File: config.mk
export PLATFORM = sky130hd
export DESIGN_NAME = soc_system_sysid_wdog
export DESIGN_NICKNAME = d
export VERILOG_FILES = /design/src/rtl/soc_system_sysid_wdog.sv
export SDC_FILE = /design/constraint.sdc
export NUM_CORES = 1
export LEC_CHECK = 0
export BUFFER_PORTS_ARGS = -buffer_cell sky130_fd_sc_hd__buf_2
export CELL_PAD_IN_SITES_DETAIL_PLACEMENT = 1
export CELL_PAD_IN_SITES_GLOBAL_PLACEMENT = 2
export CORE_MARGIN = 4
export CORE_UTILIZATION = 34
export DETAILED_ROUTE_END_ITERATION = 6
export PLACE_DENSITY = 0.73
export SLEW_MARGIN = 5
export SYNTH_ARGS = -nofsm -noshare
export SYNTH_HDL_FRONTEND = slang
export SYNTH_SLANG_ARGS = --single-unit
File: constraint.sdc
create_clock -name clock -period 1.55 [get_ports clock]
set_input_delay 0.155 -clock clock [delete_from_list [all_inputs] [get_ports clock]]
set_output_delay 0.155 -clock clock [all_outputs]
set_load 0.1 [all_outputs]
File: src/rtl/soc_system_sysid_wdog.sv
// Stall watchdog: counts consecutive stalled read cycles and flags the cycle
// in which the count reaches TIMEOUT_CYCLES.
module soc_system_sysid_wdog #(
    parameter int unsigned TIMEOUT_CYCLES = 1024,
    localparam int unsigned CntW = $clog2(TIMEOUT_CYCLES + 1)
) (
    input  logic clock,
    input  logic reset,
    input  logic clear,
    input  logic enable,
    output logic expired
);

    localparam logic [CntW-1:0] LastCnt = CntW'(TIMEOUT_CYCLES - 1);

    logic [CntW-1:0] count_q;

    // Expires on the edge that would bring the count up to TIMEOUT_CYCLES.
    assign expired = enable && (count_q == LastCnt);

    always_ff @(posedge clock or posedge reset) begin
        if (reset) begin
            count_q <= '0;
        end else if (clear) begin
            count_q <= '0;
        end else if (enable) begin
            count_q <= count_q + 1'b1;
        end
    end

endmodule

Yosys cells after proc, flatten, opt, wreduce, memory -nomap -nowiden
Index checks and enable logic that the tools add are counted.
{"block": "totals", "input_bits": 4, "word_cells": 7, "regBits": 11, "output_inout_bits": 1}
{"block": "op_classes", "n_addsub": 1, "reduce_logical": 2, "eq_ne": 1, "n_mux": 2}
{"op": "$mux W11", "count": 2}
{"op": "$add A11 B1 Y11 const B", "count": 1}
{"op": "$eq A11 B10 Y1 const B", "count": 1}
{"op": "$reduce_bool A2 Y1", "count": 1}
{"op": "$logic_and A1 B1 Y1", "count": 1}

Depth between registers and ports, before layout
Gate-level depths: netlist of run 1.
{"block": "depth", "depth_word": 3, "ltp_mapped": 4, "mapped_depth_nobuf": 4}

Least setup slack after synthesis of run 1
No wires, ideal clock.
{"block": "synth_path", "path_type": "reg2out", "from": "register count_q[0]", "to": "output expired", "required_time_ps": 1395, "setup_slack_ps": -1724, "arrival_time_ps": 3119, "stages_incl_launch_ff": 5, "path_buffers": 0, "path_cell_list": "dfrtp_1 > ha_1 > nand2_1 > nor4b_1 > nor3b_1"}
{"block": "synth_via", "elab_chain_cells": 2}
{"element": "from (decl)", "line": "16", "rtl": "logic [CntW-1:0] count_q;"}
{"element": "from (signal assigned)", "line": "27", "rtl": "count_q <= count_q + 1'b1;"}
{"element": "$eq A11 B10 Y1", "line": "19", "rtl": "assign expired = enable && (count_q == LastCnt);"}
{"element": "$logic_and A1 B1 Y1", "line": "19"}
{"element": "to (decl)", "line": "11", "rtl": "output logic expired"}
Every way passes these cells.

Final worst setup path of run 1
Ends and elaborated chain as after synthesis.

==> run summary, run 1 <==
The largest registers in the layout are count_q x11. The residual overflow from global routing is 0. IR analysis of the VDD net gives a maximum drop of 0.403 mV. The per-cell routed wire length is 16.6 um.

The root buffer cell is sky130_fd_sc_hd__clkbuf_4. The number of fillers in the final layout came out at 169. The synthesized area per cell is 9.97 sq um.

The signal on the critical path passes through ha_4 > nand2_2 > nor4b_2 > nor3b_4 > buf_12. Ranked by instance count, the synthesized netlist is headed by 11 x sky130_fd_sc_hd__dfrtp_1, 6 x sky130_fd_sc_hd__nor2_1, 5 x sky130_fd_sc_hd__a21oi_1. The final reports fail on negative setup slack. The total clock sinks came out at 11.

The final period demand of the worst path is 1.74 ns. The core region is 1540 sq um. The ratio of final minimum period to clock period is 112%.

The most used flip-flop cell after synthesis is sky130_fd_sc_hd__dfrtp_1. The maximum root-to-sink buffer count is 2. From bottom edge to top edge, the die measures 48.9 um. The cell area after layout is 840 sq um. The critical-path maximum fanout came out at 2.

The starting density of the core is 36.9%. The global-route wire length before repair came out at 2.44 mm. The post-synth design cell area came out at 568 sq um.

The count of final max-slew check failures is 0. sky130_fd_sc_hd__dfrtp_1 takes more of the synthesized area than any other cell. The number of buffers inserted by port buffering came out at 4. Compared with the post-synthesis result, the final layout area differs by 47.8%. The number of nets produced by synthesis is 62. The post-detailed-route count of antenna-violating nets is 0.

The slowest stage cell on the critical path is sky130_fd_sc_hd__dfrtp_1. Data on the critical path is required at its endpoint by 1.39 ns. After detailed placement, the total cell area comes to 694 sq um. Max-cap violations in this run came to 0. The startpoint class of the critical path is a flop. The clock latency reported for the late side of the worst-skew pair came out at 0.27 ns. The origin of the critical flop-to-flop path is count_q[0]. In the post-synthesis netlist, the cell with the most instances is sky130_fd_sc_hd__dfrtp_1. Entering global routing, the biggest net connects 12 pins.

TritonCTS built the clock tree. The setup clock skew after layout came out at 0.00450 ns. The number of vias after detailed routing came out at 526. The via count of the first global-routing pass came out at 520. The final routed DRC violation total is 0. Pin placement for this block handled 5 I/O pins. The slack of the worst reg-to-reg path came out at -0.05 ns. The clock transition at the register clock pins on the worst setup and hold paths after CTS is 0.08 ns.

The length in cells of the worst reg-to-reg path is 5. The post-detailed-placement half-perimeter wirelength came out at 1.04 mm. The violation count after the first detailed-route iteration came out at 11. The horizontal die dimension came out at 48.9 um. The register with the most flip-flops in the layout has 11 of them. The post-detailed-routing wire length is 1.57 mm. The fraction of final layout cells sized beyond drive strength 1 came out at 41.8%. The number of failing setup endpoints in the final timing report is 3.

The hold path endpoint is count_q[9]. The total leakage power is 0.371 nW. At the pin with the least slew margin, the transition time is 0.522 ns. The count of synthesis-stage warnings from yosys came out at 0. The area taken by multi-input logic gates is 344 sq um.

The final number of hold-violating endpoints is 0. The overall power consumption came out at 0.563 mW. Synthesis produced 57 cells. The fmax is 575 MHz. The number of standard-cell rows in the floorplan came out at 14. The overall die area is 2390 sq um. Synthesis inferred 11 register bits. For this run, the share of the core covered by cells in the final layout is 54.5%. Setup repair after global routing could not meet its margin everywhere. The path class of the tightest hold or removal check is input pin to flop.

At the end of the flow, the number of nets in the layout was 85. Along the worst hold path, the cell count comes to 3. The global router's overall resource usage is 13.3%. For this run, the detailed router's first-pass iteration total came to 4. The stage delay of the slowest cell on the critical path is 0.41 ns. Registers take 277 sq um. The area share of the largest cell type after synthesis is 48.5%.

The power per cell area came out at 670 nW/um^2. The ratio of routed vias to standard cells is 5.54. The critical path is of the flop to output pin type. In this run the number of H-tree levels came out at 1.

The congestion estimate from routability-driven global placement came to 0.684. The worst hold path begins at clear. The share of async-settable or async-resettable flops after synthesis came out at 100%.

The normalized max-slew margin is 65.0%. The final critical-path setup slack came out at -0.188 ns. The number of buffers inserted during clock tree synthesis is 3. The initial antenna violation count is 0. The number of distinct library cells after synthesis is 23. Ranked by flip-flop count, first place goes to count_q. The flow ran to the end, but the final reports show violations.

In this run the critical register-to-register path is captured at count_q[7]. After synthesis, the cell types taking the most area are sky130_fd_sc_hd__dfrtp_1 48%, sky130_fd_sc_hd__o31ai_1 5.3%, sky130_fd_sc_hd__or4_1 5.3%. The sum of negative setup slack came out at -0.268 ns. The worst setup path is captured at an output pin.

Counting flops with a built-in enable in the synthesized netlist gives 0. The signal arrival time at the worst endpoint came out at 1.58 ns. The sequential element share of the synthesized area is 48.5%. The antenna diode count came out at 0.
-- repair_timing --
| item | 4_1_cts | 5_1_grt |
|---|---|---|
| endpoints found under the setup margin | 2 | 5 |
| buffers inserted | 1 | 6 |
| pin swaps | 1 | 4 |
| resized for setup | 3 | 7 |
| hold buffers | 1 | 0 |
| hold endpoints to repair | 11 | 0 |
-- metrics by stage --
step                      hold WS, ns  instances  setup slack [ns]
after detailed placement        0.186         83          -0.00173
after global routing            0.261         95            -0.251
final                           0.252         95            -0.188
after floorplan               0.00744         57            -0.351
after CTS                       0.229         89            -0.191
after global placement          0.177         83            0.0761
-- cell type report --
class                   instances  share of cell area (%)
flip-flops and latches         11                    32.9
well taps                      16                    2.38
clock buffers                   4                    3.13
multi-input cells              41                    41.0
repair buffers                 20                    19.2
inverters                       3                    1.34
-- cell usage in the layout, fill, tap and decap left out, drive strengths merged, types with 2 or more instances in the layout --
cell    instances
o21ai           2
nand2           3
buf            19
nand3           2
xor2            3
dfrtp          11
inv             3
or4             4
clkbuf          4
o31ai           4
a21oi           5
nor2            6
nand4           2
-- layer usage --
layer	GRT usage, %	up-vias	wire length, um
met5	0	-	0
met4	5.38	0	9
met3	2.75	2	30
met2	21.7	5	850
met1	16.9	261	683
li1	-	258	-
-- critical path: cells and delay by family (launching register included) --
family        cells  cell delay, ns
flops             1            0.41
buf+inv           1            0.20
simple gates      3            0.55
fa+ha+maj         1            0.16
-- cell families after synthesis --
kind of cell    after synthesis  share of synthesized area (%)
compound gates               12                           14.1
xor+xnor                      4                           6.17
fa+ha+maj                     1                           2.20
buf+inv                       5                           3.96
flops                        11                           48.5
mux                           2                           3.74
simple gates                 22                           21.4
-- power breakdown --
| group | internal [mW] | switching, mW |
|---|---|---|
| sequential | 0.292 | 0.00679 |
| clock | 0.0996 | 0.102 |
| combinational | 0.0296 | 0.0327 |
| total | 0.421 | 0.142 |
-- worst max path at each step --
| stage | startpoint | endpoint | slack, ns | cells past startpoint |
|---|---|---|---|---|
| floorplan | count_q[0] | expired | -0.35 | 4 |
| global placement | count_q[0] | count_q[6] | 0.08 | 5 |
| detailed placement | count_q[1] | count_q[10] | -0.002 | 4 |
| CTS | count_q[0] | expired | -0.19 | 5 |
| global route | count_q[0] | expired | -0.25 | 5 |
| finish | count_q[0] | expired | -0.19 | 5 |
Power figures use the tool's default switching activity.
==> inputs of run 2 (changes only) <==
--- a/config.mk
+++ b/config.mk
@@ -5,13 +5,14 @@
 export SDC_FILE = /design/constraint.sdc
 export NUM_CORES = 1
 export LEC_CHECK = 0
+export ABC_AREA = 1
 export BUFFER_PORTS_ARGS = -buffer_cell sky130_fd_sc_hd__buf_2
 export CELL_PAD_IN_SITES_DETAIL_PLACEMENT = 1
 export CELL_PAD_IN_SITES_GLOBAL_PLACEMENT = 2
 export CORE_MARGIN = 4
-export CORE_UTILIZATION = 34
+export CORE_UTILIZATION = 33
 export DETAILED_ROUTE_END_ITERATION = 6
-export PLACE_DENSITY = 0.73
+export PLACE_DENSITY = 0.75
 export SLEW_MARGIN = 5
 export SYNTH_ARGS = -nofsm -noshare
 export SYNTH_HDL_FRONTEND = slang
==> run 2 against run 1 <==
  * The flow still finishes with violations (negative setup slack)
  * Count of clock-buffer cells in the layout did not move
  * Sequential share of layout area rose by 2.9 points
  * Sequential power fell by 1%
  * Worst hold slack got worse by 0.15 ns
  * Critical endpoint unchanged
  * Largest power group unchanged
==> run summary, run 2 <==
The post-synth design cell area is 629 sq um (was 568 sq um). The peak ir drop on the vdd network is 0.331 mV (was 0.403 mV). The die extent in y came out at 51.7 um (was 48.9 um).

The setup clock skew after layout is 0.00717 ns (was 0.00450 ns). The clock latency reported for the late side of the worst-skew pair was 0.28 ns (was 0.27 ns). The antenna diode count came out at 0 (unchanged).

The post-detailed-placement half-perimeter wirelength came out at 1.08 mm (was 1.04 mm). The capturing element type of the critical path was an output pin (unchanged). The fraction of final layout cells sized beyond drive strength 1 came out at 25.3% (was 41.8%).

The per-cell routed wire length is 13.0 um (was 16.6 um). The final core utilization is 43.5% (was 54.5%). The count of synthesis-stage warnings from yosys is 0 (unchanged). The sequential standard cell area came out at 275 sq um (was 277 sq um). The horizontal die dimension was 51.7 um (was 48.9 um).

The top flip-flop cell by instance count after synthesis is sky130_fd_sc_hd__dfrtp_1 (unchanged). The post-detailed-route count of antenna-violating nets is 0 (unchanged). The most common cell after layout, fill and taps aside is sky130_fd_sc_hd__nand2_1 (was sky130_fd_sc_hd__buf_4).

The final weighted congestion in routability-driven placement is 0.735 (was 0.684). The number of standard-cell rows in the floorplan is 15 (was 14). The final number of hold-violating endpoints is 0 (unchanged). The stage delay of the slowest cell on the critical path came out at 0.40 ns (was 0.41 ns). The most flop-heavy register is count_q (unchanged). The critical-path maximum fanout is 4 (was 2). The power per cell area was 739 nW/um^2 (was 670 nW/um^2). The number of buffers inserted by port buffering came out at 4 (unchanged). The total clock sinks is 11 (unchanged).

The count of final max-slew check failures came out at 0 (unchanged). The origin of the critical flop-to-flop path was count_q[0] (unchanged). The final routed DRC violation total came to 0 (unchanged). The global router's overall resource usage is 14.2% (was 13.3%).

Most frequent cells in the layout: 16 x sky130_fd_sc_hd__nand2_1, 11 x sky130_fd_sc_hd__dfrtp_1, 10 x sky130_fd_sc_hd__nor2_1, 10 x sky130_fd_sc_hd__inv_1 (was 14 x sky130_fd_sc_hd__buf_4, 10 x sky130_fd_sc_hd__dfrtp_1, 6 x sky130_fd_sc_hd__nor2_1). The worst setup path category is flop to output pin (unchanged). The overall die area came to 2670 sq um (was 2390 sq um). The TritonCTS clock tree is yes (unchanged). The sequential element share of the synthesized area is 43.7% (was 48.5%). The worst min-delay path class is input pin to flop (unchanged). The origin of the worst setup path was count_q[3] (was count_q[0]). The number of distinct library cells after synthesis came out at 20 (was 23). The ratio of routed vias to standard cells came to 4.73 (was 5.54). The overall power consumption is 0.568 mW (was 0.563 mW). The iteration count of the initial detailed-routing pass came to 4 (unchanged). The synthesized area per cell was 7.97 sq um (was 9.97 sq um). The number of vias after detailed routing was 549 (was 526).

The synthesis-to-finish area growth came out at 22.1% (was 47.8%). The global-route wire length before repair came out at 2.70 mm (was 2.44 mm). The clock transition at the register clock pins on the worst setup and hold paths after CTS is 0.08 ns (about the same). The maximum number of pins on one net before global-route repair is 12 (unchanged). The cell type contributing the most total cell area after synthesis is sky130_fd_sc_hd__dfrtp_1 (unchanged). The number of max-cap violations is 0 (unchanged). The count of buffer and inverter cells on the critical path was 1 (unchanged). The final net count came out at 97 (was 85).

The via count of the first global-routing pass came to 570 (was 520). The root buffer cell was sky130_fd_sc_hd__clkbuf_4 (unchanged). The ratio of final minimum period to clock period came out at 101% (was 112%). Failing checks: negative setup slack (unchanged). The slew at the pin with the worst max-slew slack came out at 0.467 ns (was 0.522 ns). The normalized max-slew margin was 68.8% (was 65.0%).

The endpoint required time on the critical path came out at 1.39 ns (about the same). The area share of the largest cell type after synthesis is 43.7% (was 48.5%). The sum of negative setup slack came out at -0.0208 ns (was -0.268 ns). The area taken by multi-input logic gates came out at 327 sq um (was 344 sq um). The synthesis-stage register bit count came out at 11 (unchanged).

The maximum root-to-sink buffer count is 2 (unchanged). Outcome: complete, but fails checks (unchanged). The H-tree level count came out at 1 (unchanged). Worst path cell trace: nand2_1 > nor4_2 > and2_4 > buf_12 (was ha_4 > nand2_2 > nor4b_2 > nor3b_4 > buf_12). The number of enable-type register cells in the synthesized netlist came out at 0 (unchanged). The total leakage power is 0.340 nW (was 0.371 nW).

The post-detailed-routing wire length came out at 1.51 mm (was 1.57 mm). The slowest stage cell on the critical path is sky130_fd_sc_hd__dfrtp_1 (unchanged). The startpoint of the tightest hold check path is clear (unchanged). The final critical-path setup slack came out at -0.0208 ns (was -0.188 ns). The synthesized instance count came out at 79 (was 57). The total core area is 1760 sq um (was 1540 sq um). The flip-flop count of the largest register after layout came out at 11 (unchanged). The dominant delay contributor by cell family on the critical path is simple AND/OR/NAND/NOR gates (unchanged). The violation count after the first detailed-route iteration was 11 (unchanged). The residual overflow from global routing came out at 0 (unchanged). Setup repair after global routing missed its margin: true (unchanged).

The share of async-settable or async-resettable flops after synthesis came out at 100% (unchanged). The number of failing setup endpoints in the final timing report came out at 1 (was 3). The final period demand of the worst path is 1.57 ns (was 1.74 ns). The number of buffers inserted during clock tree synthesis came out at 3 (unchanged). The fmax is 637 MHz (was 575 MHz). The number of nets produced by synthesis came out at 84 (was 62). The initial antenna violation count was 0 (unchanged).

The starting density of the core was 35.7% (was 36.9%). The startpoint class of the critical path is a flop (unchanged). Most area-consuming cells after synthesis: sky130_fd_sc_hd__dfrtp_1 44%, sky130_fd_sc_hd__nand2_1 10%, sky130_fd_sc_hd__inv_1 6.0% (was sky130_fd_sc_hd__dfrtp_1 48%, sky130_fd_sc_hd__o31ai_1 5.3%, sky130_fd_sc_hd__or4_1 5.3%). The top-level port count came out at 5 (unchanged).

Ranking of synthesized cells by instance count: 17 x sky130_fd_sc_hd__nand2_1, 11 x sky130_fd_sc_hd__dfrtp_1, 10 x sky130_fd_sc_hd__inv_1, 10 x sky130_fd_sc_hd__nor2_1 (was 11 x sky130_fd_sc_hd__dfrtp_1, 6 x sky130_fd_sc_hd__nor2_1, 5 x sky130_fd_sc_hd__a21oi_1). The signal arrival time at the worst endpoint came out at 1.42 ns (was 1.58 ns). Largest registers: count_q x11 (unchanged).

The most frequent cell after synthesis is sky130_fd_sc_hd__nand2_1 (was sky130_fd_sc_hd__dfrtp_1). The number of fillers in the final layout was 235 (was 169).
-- run 2: cell count changes in the layout (fill, tap and decap cells not counted), moves of 4 or more --
cell and change:
sky130_fd_sc_hd__o31ai_1 -4, sky130_fd_sc_hd__inv_1 +7, sky130_fd_sc_hd__buf_4 -11, sky130_fd_sc_hd__nor2_1 +4
sky130_fd_sc_hd__nand2_1 +15, sky130_fd_sc_hd__o21ai_0 +5
-- run 2: stage by stage --
| step | hold slack, ns | setup WS (ns) | std cells | instance area [sq um] |
|---|---|---|---|---|
| after CTS | 0.109 | -0.0362 | 114 | 753 |
| after global routing | 0.126 | -0.110 | 116 | 768 |
| after detailed placement | 0.195 | 0.195 | 108 | 697 |
| after floorplan | 0.00744 | 0.160 | 79 | 631 |
| after global placement | 0.185 | 0.231 | 108 | 697 |
| final | 0.104 | -0.0208 | 116 | 768 |
-- run 2: kinds of logic (layout without fill, tap and decap cells) --
logic type | Yosys count | in the layout | synth area share [%]
compound gates | 12 | 12 | 10.5
fa+ha+maj | 1 | 1 | 1.99
xor+xnor | 1 | 1 | 1.39
simple gates | 43 | 43 | 35.8
flops | 11 | 11 | 43.7
buf+inv | 11 | 23 | 6.56
-- run 2: final cells by class --
cell class	instances	area share, %
multi-input combinational	57	42.5
sequential	11	35.8
timing repair buffer	8	8.79
inverter	11	5.37
tap	25	4.07
clock buffer	4	3.42
-- run 2: path summary, 6_finish.rpt --
| check | endpoint | slack, ns | cells after the start |
|---|---|---|---|
| setup / recovery | expired | -0.02 | 4 |
| min in group asynchronous | count_q[4] | 0.42 | 3 |
| setup reg to reg | count_q[5] | 0.25 | 7 |
| hold reg to reg | count_q[4] | 0.51 | 1 |
| max in group asynchronous | count_q[3] | 0.81 | 3 |
| hold / removal | count_q[0] | 0.10 | 2 |
-- run 2: timing repair --
action	in CTS	in global routing
endpoints found under the hold margin	11	0
buffers inserted	1	2
endpoints found under the setup margin	1	1
gates resized for setup	4	0
hold buffers	1	0
-- run 2: report_power, final --
group | internal (mW) | leakage (nW) | switching [mW] | total, mW
Combinational | 0.0236 | 0.173 | 0.0324 | 0.0560
Sequential | 0.292 | 0.152 | 0.00317 | 0.295
Clock | 0.0999 | 0.0150 | 0.117 | 0.217
-- run 2: worst register-to-register path, delay by kind of cell (launching register included) --
| kind | cells | cell delay, ns |
|---|---|---|
| and+or+nand+nor | 3 | 0.43 |
| AOI/OAI and AO/OA | 2 | 0.20 |
| buffers and inverters | 2 | 0.21 |
| DFF | 1 | 0.36 |
-- run 2: layer usage --
metal / share of wire [%] / track usage (%) / vias up / wire length [um]
li1: - / - / 278 / -
met1: 51 / 19.1 / 258 / 768
met2: 45 / 21.2 / 8 / 683
met3: 1.5 / 3.44 / 5 / 23
met4: 2.2 / 6.55 / 0 / 33
met5: 0 / 0 / - / 0
